==> src/rtl/accum_pkg.sv <==
// accum_pkg: shared FSM encodings and widths
// for the accumulating run controller.
package accum_pkg;

  typedef enum logic [1:0] {
    IDLE = 2'd0,
    LOAD = 2'd1,
    OUT  = 2'd2
  } state_t;

  // N is capped at 255, so 8 bits always hold
  // the operand count of a run.
  localparam int CNT_W = 8;

endpackage

==> src/rtl/accum_add.sv <==
// accum_add: WIDTH-bit adder with carry out.
// ACCUM_SAT_EN clamps a carrying sum to all-ones.
module accum_add #(
  parameter int WIDTH = 8
) (
  input  logic [WIDTH-1:0] a,
  input  logic [WIDTH-1:0] b,
  output logic [WIDTH-1:0] sum,
  output logic             carry
);

  logic [WIDTH:0] full;

  // widened add; carry drives ovf and saturation
  always_comb begin
    full  = {1'b0, a} + {1'b0, b};
    carry = full[WIDTH];
`ifdef ACCUM_SAT_EN
    sum   = carry ? '1 : full[WIDTH-1:0];
`else
    sum   = full[WIDTH-1:0];
`endif
  end

endmodule

==> src/rtl/accum_ctrl.sv <==
// accum_ctrl: sums N operands per run, emits one
// q_ld strobe with the result. Option: ACCUM_SAT_EN.
module accum_ctrl
  import accum_pkg::*;
#(
  parameter int WIDTH = 8,
  parameter int N     = 4
) (
  input  logic             clk,
  input  logic             rst,
  input  logic             start,
  input  logic             in_valid,
  input  logic [WIDTH-1:0] in_data,
  output logic             in_ready,
  output logic             q_ld,
  output logic [WIDTH-1:0] q_d,
  output logic             busy,
  output logic             ovf
);

  localparam logic [CNT_W-1:0] LAST = CNT_W'(N - 1);

  state_t           state;
  state_t           nxt;
  logic [WIDTH-1:0] acc;
  logic [WIDTH-1:0] sum;
  logic             carry;
  logic [CNT_W-1:0] cnt;
  logic             hs;
  logic             last;

  accum_add #(
    .WIDTH(WIDTH)
  ) u_add (
    .a    (acc),
    .b    (in_data),
    .sum  (sum),
    .carry(carry)
  );

  assign hs   = in_valid && in_ready;
  assign last = (cnt == LAST);

  // next state and state-decoded strobes
  always_comb begin
    nxt      = state;
    in_ready = 1'b0;
    busy     = 1'b0;
    q_ld     = 1'b0;
    unique case (state)
      IDLE: begin
        if (start) nxt = LOAD;
      end
      LOAD: begin
        in_ready = 1'b1;
        busy     = 1'b1;
        if (hs && last) nxt = OUT;
      end
      OUT: begin
        busy = 1'b1;
        q_ld = 1'b1;
        nxt  = IDLE;
      end
      default: nxt = IDLE;
    endcase
  end

  // state register
  always_ff @(posedge clk) begin
    if (rst) state <= IDLE;
    else     state <= nxt;
  end

  // accumulator, counter, result and sticky ovf
  always_ff @(posedge clk) begin
    if (rst) begin
      acc <= '0;
      cnt <= '0;
      q_d <= '0;
      ovf <= 1'b0;
    end else if (state == IDLE && start) begin
      acc <= '0;
      cnt <= '0;
      ovf <= 1'b0;
    end else if (hs) begin
      acc <= sum;
      cnt <= cnt + 1'b1;
      if (carry) ovf <= 1'b1;
      if (last)  q_d <= sum;
    end
  end

endmodule

==> config.mk <==
export PLATFORM = sky130hd
export DESIGN_NAME = accum_ctrl
export DESIGN_NICKNAME = d
export VERILOG_FILES = /design/src/rtl/accum_pkg.sv /design/src/rtl/accum_add.sv /design/src/rtl/accum_ctrl.sv
export SDC_FILE = /design/constraint.sdc
export NUM_CORES = 1
export LEC_CHECK = 0
export CORE_AREA = 5 5 59 71
export DETAILED_ROUTE_END_ITERATION = 7
export DIE_AREA = 0 0 64 76
export GPL_ROUTABILITY_DRIVEN = 0
export PLACE_DENSITY = 0.67
export SYNTH_ARGS = -nofsm -noshare
export SYNTH_HDL_FRONTEND = slang
export SYNTH_HIERARCHICAL = 1
export SYNTH_SLANG_ARGS = --single-unit
==> constraint.sdc <==
create_clock -name clk -period 3.6 [get_ports clk]
set_clock_uncertainty 0.05 [all_clocks]
set_input_delay 0.72 -clock clk [delete_from_list [all_inputs] [get_ports clk]]
set_output_delay 0.72 -clock clk [all_outputs]
set_load 0.02 [all_outputs]
## Yosys cells after proc, flatten, opt, wreduce, memory -nomap -nowiden

Cells that the tools add are included.

| cells by class | value |
|---|---|
| equality and inequality tests | 5 |
| reductions and logical operators | 9 |
| add/sub/neg operators | 2 |
| multiplexer cells | 6 |
| bitwise operators | 1 |

Operators with widths:

| cell | number |
|---|---|
| adder 8 x 8 -> 9 bit | 1 |
| adder 8 x 1 -> 8 bit, second input constant | 1 |
| equality test 8 x 2 -> 1 bit, second input constant | 1 |
| two-way mux 2 bit | 2 |
| != test 2 bit, second input constant | 2 |
| one-hot mux 2 bit (2 select lines) | 1 |
| AND reduction 2 bit | 2 |
| OR reduction 2 bit | 2 |
| logical AND 1 bit | 3 |
| two-way mux 1 bit | 3 |
| AND reduction 3 bit | 1 |
| equality test 2 x 1 -> 1 bit, second input constant | 1 |
| equality test 2 bit, second input constant | 1 |
| zero test 2 bit | 1 |
| inverter 1 bit | 1 |

| storage, ports and cells | value |
|---|---|
| output and inout bits | 12 |
| input bits | 12 |
| word-level logic and storage cells | 28 |
| bits in registers | 27 |

## Logic depth before layout (Yosys ltp)

Gate-level depths: netlist of run 1.

| logic depth | value |
|---|---|
| depth after elaboration | 6 |
| mapped depth | 8 |

## Modules after synthesis

The synthesis of run 1 kept the hierarchy.

Modules (own cells, without submodules):

| module | area an instance (µm²) | instances | cells each |
|---|---|---|---|
| accum_ctrl | 1139.8 | 1 | 124 |
| accum_add | 324.1 | 1 | 42 |

## Worst setup path before layout of run 1

Ideal clock, no wire load.

| timing | value |
|---|---|
| kind | input to register |
| from | input in_data[0] |
| to | register ovf |
| arrival time | 1907 ps |
| path buffers | 0 |
| cell stages on the path | 8 |
| library setup time | 128 ps |
| setup slack | 1515 ps |
| cell sequence | ha_1 > fa_1 > a21oi_1 > nor2_1 > nor2_1 > o21ai_0 > a21oi_1 > nor2_1 |

| on the way | value |
|---|---|
| cells in the longest elaborated chain, start to end | 2 |

Ends and longest elaborated chain:

| element | RTL line | source |
|---|---|---|
| start: declaration | accum_ctrl.sv:13 | `input logic [WIDTH-1:0] in_data,` |
| adder 8 x 8 -> 9 bit | accum_add.sv:16 | `full = {1'b0, a} + {1'b0, b};` |
| via carry | accum_ctrl.sv:27 | `logic carry;` |
| AND reduction 2 bit (no line) | -- |  |
| end signal: assignment | accum_ctrl.sv:80 | `ovf <= 1'b0;` |
| end signal: assignment | accum_ctrl.sv:84 | `ovf <= 1'b0;` |
| end signal: assignment | accum_ctrl.sv:88 | `if (carry) ovf <= 1'b1;` |
| end: declaration | accum_ctrl.sv:18 | `output logic ovf` |

The timed path passes the listed nets, and every way through them passes these cells.
A chain may end at the register's enable or synchronous reset.

## Worst setup path after layout of run 1

| timing | value |
|---|---|
| from | register state[1] |
| to | output in_ready |

| on the way | value |
|---|---|
| cells in the longest elaborated chain, start to end | 2 |

Ends and longest elaborated chain:

| element | RTL line | source |
|---|---|---|
| start: declaration | accum_ctrl.sv:23 | `state_t state;` |
| start signal: assignment | accum_ctrl.sv:71 | `else state <= nxt;` |
| equality test 2 x 1 -> 1 bit | accum_ctrl.sv:50 | `unique case (state)` |
| two-way mux 1 bit | accum_ctrl.sv:50 |  |
| end: declaration | accum_ctrl.sv:14 | `output logic in_ready,` |

No other way between the ends.

==> qor.txt, run 1 <==
status - finished, final reports clean
register area share after synthesis - 0.369
post-CTS setup buffers - 0
most common cell after layout, fill and taps aside - dfxtp_1
main combinational cell family by area after synthesis - simple AND/OR/NAND/NOR gates
Post-Syn Nets - 193
Setup TNS Final - 0 ns
final core utilization - 0.503
Fmax - 413 MHz
pwr dens - 425 mW/mm²
Post-Synth Adder-Cell Area - 0.133
number of placement rows - 24
CTS H-tree lvls - 1
Max Slew Vio Count - 0
I/O pin total - 24
xor/xnor share of the synthesized area - 0.0658
WP data arrival - 1.65 ns
vias per inst - 5.19
most frequent cells in the layout - 27 x dfxtp_1, 26 x nand2_1, 23 x clkdlybuf4s50_1
number of nets in the layout - 216
Setup crit start kind - flip-flop
flip-flop and latch count after synthesis - 27
CTS max path bufs - 2
crit path time final - 2.42 ns
FF-to-FF path depth - 6
Post-Syn Instances - 166
fin crit share - 0.672
Hold Crit Class - reg -> reg
simple-gate share of the synthesized area - 0.216
Die Span X - 64 µm
clock root buffer - clkbuf_8
Placed Area - 0.00172 mm²
Yosys Warn Count - 6
Worst-path clk slew - 0.09 ns
CTS resizes - 0
initial antenna violation count - 0
overall routed net length - 2.96 mm
Post-Syn Area - 0.00146 mm²
Crit-path slowest cell - clkdlybuf4s50_1
slowest stage delay, CP - 0.65 ns
Final Hold Viols - 0
Worst-Margin Slew - 0.675 ns
finished layout cell area - 0.00177 mm²
Final setup viols - 0
worst relative slew slack - 0.550
first-pass GRT wire length - 4.91 mm
Inserted Clock Buffers - 3
WHS Path Cells - 2
Syn-to-layout area delta - 20.8%
Worst R2R Setup Slack - 1.71 ns
post-synth cell types - 32
RSZ-0062 raised after global routing - no
post-route ant nets - 0
DRT Pass-1 Iters - 4
ant diodes - 0
Synth Area in Compound Gates - 0.111
fraction of layout cells with a size suffix above 1 - 0.0372
number of global-route vias before repair - 1164
Synth Flop Type - dfxtp_1
critical path class - reg -> out
Detail Placement HPWL - 2.32 mm
leakage - 0.776 nW
Clock Latency Late Sink - 0.26 ns
core area - 0.00351 mm²
Initial Util - 0.417
Worst IR Drop VDD - 0.303 mV
Clock Sinks - 27
number of hold buffers added after cts - 0
Total Routing Usage GR - 0.121
Syn Area/Cell - 8.82 µm²
CP required - 2.83 ns
crit-path max FO - 7
Die Y - 76 µm
mux contribution to synthesized area - 0.0752
CTS tree - built
Initial DRC Count - 26
Async SR Flop Fraction - 0
number of remaining DRC errors - 0
GRT overflow - 0
CP Capture Type - output port
DIE AREA - 0.00486 mm²
port bufs - 23
largest net degree at the start of global routing - 18
via count - 1179
critical path cell sequence - inv_1 -> ha_1 -> clkdlybuf4s50_1
Power, Total - 0.751 mW
Avg WL per Cell - 13.0 µm
number of flops mapped to enable cells by yosys - 0
Max Cap Viol - 0
==> logic make-up (layout without fill, tap and decap cells) <==
family / after synthesis / count (layout)
DFF: 27 / 27
and+or+nand+nor: 66 / 66
buffers and inverters: 11 / 33
adders and majority gates: 15 / 15
muxes: 11 / 11
xor gates and xnor gates: 11 / 11
AOI/OAI and AO/OA: 25 / 25
==> where the power goes <==
group	leakage, nW	switching (mW)	total, mW	internal (mW)
logic	0.535	0.146	0.254	0.108
clock network	0.0228	0.0871	0.166	0.0790
registers	0.218	0.0137	0.331	0.317
total	0.776	0.247	0.751	0.504
==> layer usage <==
metal	wire, µm	track usage
met1	1340	0.144
met2	1480	0.219
met3	103	0.0103
met4	34	0.0437
met5	0	0
==> flip-flops by register name, summed over array words and instances (netlist names) <==
signal / flops
acc: 8
cnt: 8
state: 2
ovf: 1
q_d: 8
==> cell usage after synthesis, drive strengths merged (2+ instances only) <==
cell type / n / area [µm²]
a21oi: 15 / 75.1
xor2: 7 / 61.3
mux2i: 11 / 110
a21o: 2 / 15.0
nor2: 19 / 71.3
nand3: 4 / 20.0
and3: 2 / 12.5
clkbuf: 4 / 15.0
xnor2: 4 / 35.0
inv: 6 / 22.5
a311o: 2 / 20.0
dfxtp: 27 / 541
ha: 14 / 175
nor2b: 2 / 12.5
nor4: 2 / 27.5
a221oi: 2 / 23.8
nand2b: 5 / 31.3
nor3: 2 / 10.0
nand4: 2 / 18.8
nand2: 26 / 97.6
==> critical path: cells and delay by family, from the launching register on <==
kind	cells	cell delay (ns)
adder cells (fa/ha/maj)	1	0.29
flip-flops	1	0.33
buffers and inverters	2	0.77
==> path summary, 6_finish.rpt <==
kind                    startpoint                  end
min reg2reg    acc[0]$_SDFFE_PP0N_  acc[0]$_SDFFE_PP0N_
min            acc[0]$_SDFFE_PP0N_  acc[0]$_SDFFE_PP0N_
max reg2reg  state[1]$_SDFFE_PP0P_  q_d[4]$_SDFFE_PP0P_
max          state[1]$_SDFFE_PP0P_             in_ready
==> cell type report <==
class / instances / area (µm²)
fillers: 343 / 1750
multi-input cells: 128 / 881
flip-flops and latches: 27 / 541
repair buffers: 23 / 230
well taps: 39 / 48.8
clock buffers: 4 / 45.0
inverters: 6 / 22.5
==> per-stage QoR <==
step,std cells,setup WS (ns),hold WS (ns)
global placement,223,0.981,0.398
floorplan,166,1.52,0.391
global route,227,1.08,0.445
finish,227,1.18,0.416
CTS,227,1.15,0.418
detailed placement,223,0.917,0.403
Power figures use the tool's default switching activity.
==> run 2, diff against run 1 <==
--- a/config.mk
+++ b/config.mk
@@ -9,7 +9,7 @@
 export DETAILED_ROUTE_END_ITERATION = 7
 export DIE_AREA = 0 0 64 76
 export GPL_ROUTABILITY_DRIVEN = 0
-export PLACE_DENSITY = 0.67
+export PLACE_DENSITY = 0.69
 export SYNTH_ARGS = -nofsm -noshare
 export SYNTH_HDL_FRONTEND = slang
 export SYNTH_HIERARCHICAL = 1
==> constraint.sdc (replaced) <==
create_clock -name clk -period 2.2 [get_ports clk]
set_clock_uncertainty 0.05 [all_clocks]
set_input_delay 0.44 -clock clk [delete_from_list [all_inputs] [get_ports clk]]
set_output_delay 0.44 -clock clk [all_outputs]
set_load 0.02 [all_outputs]
==> run 2 against run 1 <==
  * Clock power up 68%
  * Flip-flop and latch count unchanged
  * Sequential power up 64%
  * Combinational power up 75%
  * Die area unchanged
  * Hold slack worse by 0.0042 ns
  * Global-route usage up 1.1 points
  * First-iteration DRC count up 31%
  * Largest cell class unchanged
  * Highest routed layer unchanged
==> qor.txt, run 2 (same netlist as run 1, synthesis figures left out) <==
pre-CTS setup slack - -0.171 ns (was 0.917 ns)
Clock Sinks - 27 (unchanged)
first-pass GRT wire length - 5.24 mm (was 4.91 mm)
CTS max path bufs - 2 (unchanged)
Die Span X - 64 µm (unchanged)
Crit-path slowest cell - clkdlybuf4s50_1 (unchanged)
via count - 1235 (was 1179)
worst relative slew slack - 0.696 (was 0.550)
largest net degree at the start of global routing - 18 (unchanged)
Final Hold Viols - 0 (unchanged)
crit path time final - 2.10 ns
post-CTS setup buffers - 0 (unchanged)
DRT Pass-1 Iters - 4 (unchanged)
crit path from - state[1]$_SDFFE_PP0P_ (unchanged)
final core utilization - 0.528 (was 0.503)
top cell family by delay on the critical path - buffers and inverters (unchanged)
number of nets in the layout - 226 (was 216)
clock root buffer - clkbuf_8 (unchanged)
worst flop-to-flop path startpoint - acc[4]$_SDFFE_PP0N_ (was state[1]$_SDFFE_PP0P_)
fin crit share - 0.956
number of placement rows - 24 (unchanged)
Total Routing Usage GR - 0.132 (was 0.121)
number of hold buffers added after cts - 0 (unchanged)
post-route ant nets - 0 (unchanged)
slowest stage delay, CP - 0.62 ns (was 0.65 ns)
most common cell after layout, fill and taps aside - dfxtp_1 (unchanged)
CP Capture Type - output port (unchanged)
Worst-Margin Slew - 0.457 ns (was 0.675 ns)
RSZ-0062 raised after global routing - no (unchanged)
Initial Util - 0.417 (unchanged)
Worst Setup EP - in_ready (unchanged)
most frequent cells in the layout - 27 x dfxtp_1, 26 x nand2_1, 22 x clkdlybuf4s50_1 (was 27 x dfxtp_1, 26 x nand2_1, 23 x clkdlybuf4s50_1)
CTS resizes - 0 (unchanged)
DIE AREA - 0.00486 mm² (unchanged)
Final Worst Setup Slack - 0.0968 ns (was 1.18 ns)
critical path class - reg -> out (unchanged)
Largest regs - acc: 8 flops, cnt: 8 flops, q_d: 8 flops (unchanged)
Worst IR Drop VDD - 0.479 mV (was 0.303 mV)
overall routed net length - 3.12 mm (was 2.96 mm)
critical path cell sequence - inv_1 -> ha_2 -> clkdlybuf4s50_1 (was inv_1 -> ha_1 -> clkdlybuf4s50_1)
Final setup viols - 0 (unchanged)
Worst R2R Setup Slack - 0.34 ns (was 1.71 ns)
Die Y - 76 µm (unchanged)
critical path depth - 3 (unchanged)
CP required - 1.71 ns (was 2.83 ns)
leakage - 0.841 nW (was 0.776 nW)
Detail Placement HPWL - 2.40 mm (was 2.32 mm)
I/O pin total - 24 (unchanged)
Max Cap Viol - 0 (unchanged)
CTS H-tree lvls - 1 (unchanged)
Power, Total - 1.27 mW (was 0.751 mW)
number of global-route vias before repair - 1212 (was 1164)
Setup TNS Final - 0 ns (unchanged)
WP data arrival - 1.61 ns (was 1.65 ns)
CTS tree - built (unchanged)
WHS Path Cells - 2 (unchanged)
number of remaining DRC errors - 0 (unchanged)
GRT overflow - 0 (unchanged)
Bufs and invs on worst path - 2 (unchanged)
Initial DRC Count - 34 (was 26)
port bufs - 23 (unchanged)
Clock Latency Late Sink - 0.27 ns (was 0.26 ns)
Fmax - 475 MHz
Setup crit start kind - flip-flop (unchanged)
Hold Crit Class - reg -> reg (unchanged)
fraction of layout cells with a size suffix above 1 - 0.101 (was 0.0372)
vias per inst - 5.21 (was 5.19)
ant diodes - 0 (unchanged)
R2R Path End - acc[7]$_SDFFE_PP0N_ (was q_d[4]$_SDFFE_PP0P_)
Worst-path clk slew - 0.09 ns (about the same)
Max Slew Vio Count - 0 (unchanged)
Inserted Clock Buffers - 3 (unchanged)
FF-to-FF path depth - 7 (was 6)
pwr dens - 682 mW/mm² (was 425 mW/mm²)
core area - 0.00351 mm² (unchanged)
Avg WL per Cell - 13.2 µm (was 13.0 µm)
status - finished, final reports clean (unchanged)
crit-path max FO - 7 (unchanged)
number of fill cells - 330 (was 343)
Syn-to-layout area delta - 26.8% (was 20.8%)
initial antenna violation count - 0 (unchanged)
[run 2: report_power, final]
| group | switching [mW] | total [mW] | internal (mW) | leakage, nW |
|---|---|---|---|---|
| clock network | 0.152 | 0.279 | 0.127 | 0.0255 |
| registers | 0.0240 | 0.542 | 0.518 | 0.218 |
| logic | 0.247 | 0.444 | 0.197 | 0.598 |
| total | 0.423 | 1.27 | 0.842 | 0.841 |
[run 2: layout make-up]
| type | count | area, µm² | area share |
|---|---|---|---|
| multi-input combinational | 128 | 890 | 0.479 |
| sequential | 27 | 541 | 0.291 |
| timing repair buffer | 33 | 308 | 0.166 |
| tap | 39 | 48.8 | 0.0263 |
| clock buffer | 3 | 41.3 | 0.0223 |
| inverter | 6 | 22.5 | 0.0121 |
| clock inverter | 1 | 5.00 | 0.00270 |
[run 2: metrics by stage]
| stage | cell area [µm²] | hold WS, ns | cells |
|---|---|---|---|
| after floorplan | 1460 | 0.391 | 166 |
| final | 1860 | 0.412 | 237 |
| after detailed placement | 1800 | 0.403 | 233 |
| after CTS | 1840 | 0.416 | 237 |
| after global routing | 1860 | 0.435 | 237 |
| after global placement | 1800 | 0.398 | 233 |
[run 2: how the worst min path moves through the flow]
stage                        start                  end  slack, ns
3_5_place_dp   acc[7]$_SDFFE_PP0N_  acc[7]$_SDFFE_PP0N_       0.40
2_1_floorplan  acc[0]$_SDFFE_PP0N_  acc[0]$_SDFFE_PP0N_       0.39
6_report       acc[7]$_SDFFE_PP0N_  acc[7]$_SDFFE_PP0N_       0.41
3_3_place_gp   acc[0]$_SDFFE_PP0N_  acc[0]$_SDFFE_PP0N_       0.40
5_1_grt        acc[4]$_SDFFE_PP0N_  acc[4]$_SDFFE_PP0N_       0.44
4_1_cts        acc[7]$_SDFFE_PP0N_  acc[7]$_SDFFE_PP0N_       0.42
[run 2: per-layer routing]
layer,up-vias,wire length (µm),track usage
li1,627,-,-
met1,575,1270,0.141
met2,27,1690,0.237
met3,6,94,0.0206
met4,0,68,0.0728
met5,-,0,0
[run 2: worst reg2reg max path, stage by stage (launching register included)]
cell	delay, ns
dfxtp_1	0.33
ha_1	0.35
a21o_1	0.22
a2111oi_0	0.44
mux2i_1	0.13
nand2_1	0.11
nand2_1	0.05
a21oi_1	0.12
==> run 3, diff against run 2 <==
--- a/config.mk
+++ b/config.mk
@@ -6,10 +6,12 @@
 export NUM_CORES = 1
 export LEC_CHECK = 0
 export CORE_AREA = 5 5 59 71
+export CTS_BUF_LIST = sky130_fd_sc_hd__clkbuf_2 sky130_fd_sc_hd__clkbuf_4 sky130_fd_sc_hd__clkbuf_8
 export DETAILED_ROUTE_END_ITERATION = 7
 export DIE_AREA = 0 0 64 76
 export GPL_ROUTABILITY_DRIVEN = 0
 export PLACE_DENSITY = 0.69
+export SLEW_MARGIN = 20
 export SYNTH_ARGS = -nofsm -noshare
 export SYNTH_HDL_FRONTEND = slang
 export SYNTH_HIERARCHICAL = 1
==> results of run 3 <==
No change in the layout: final DEF, timing and power equal those of run 2.
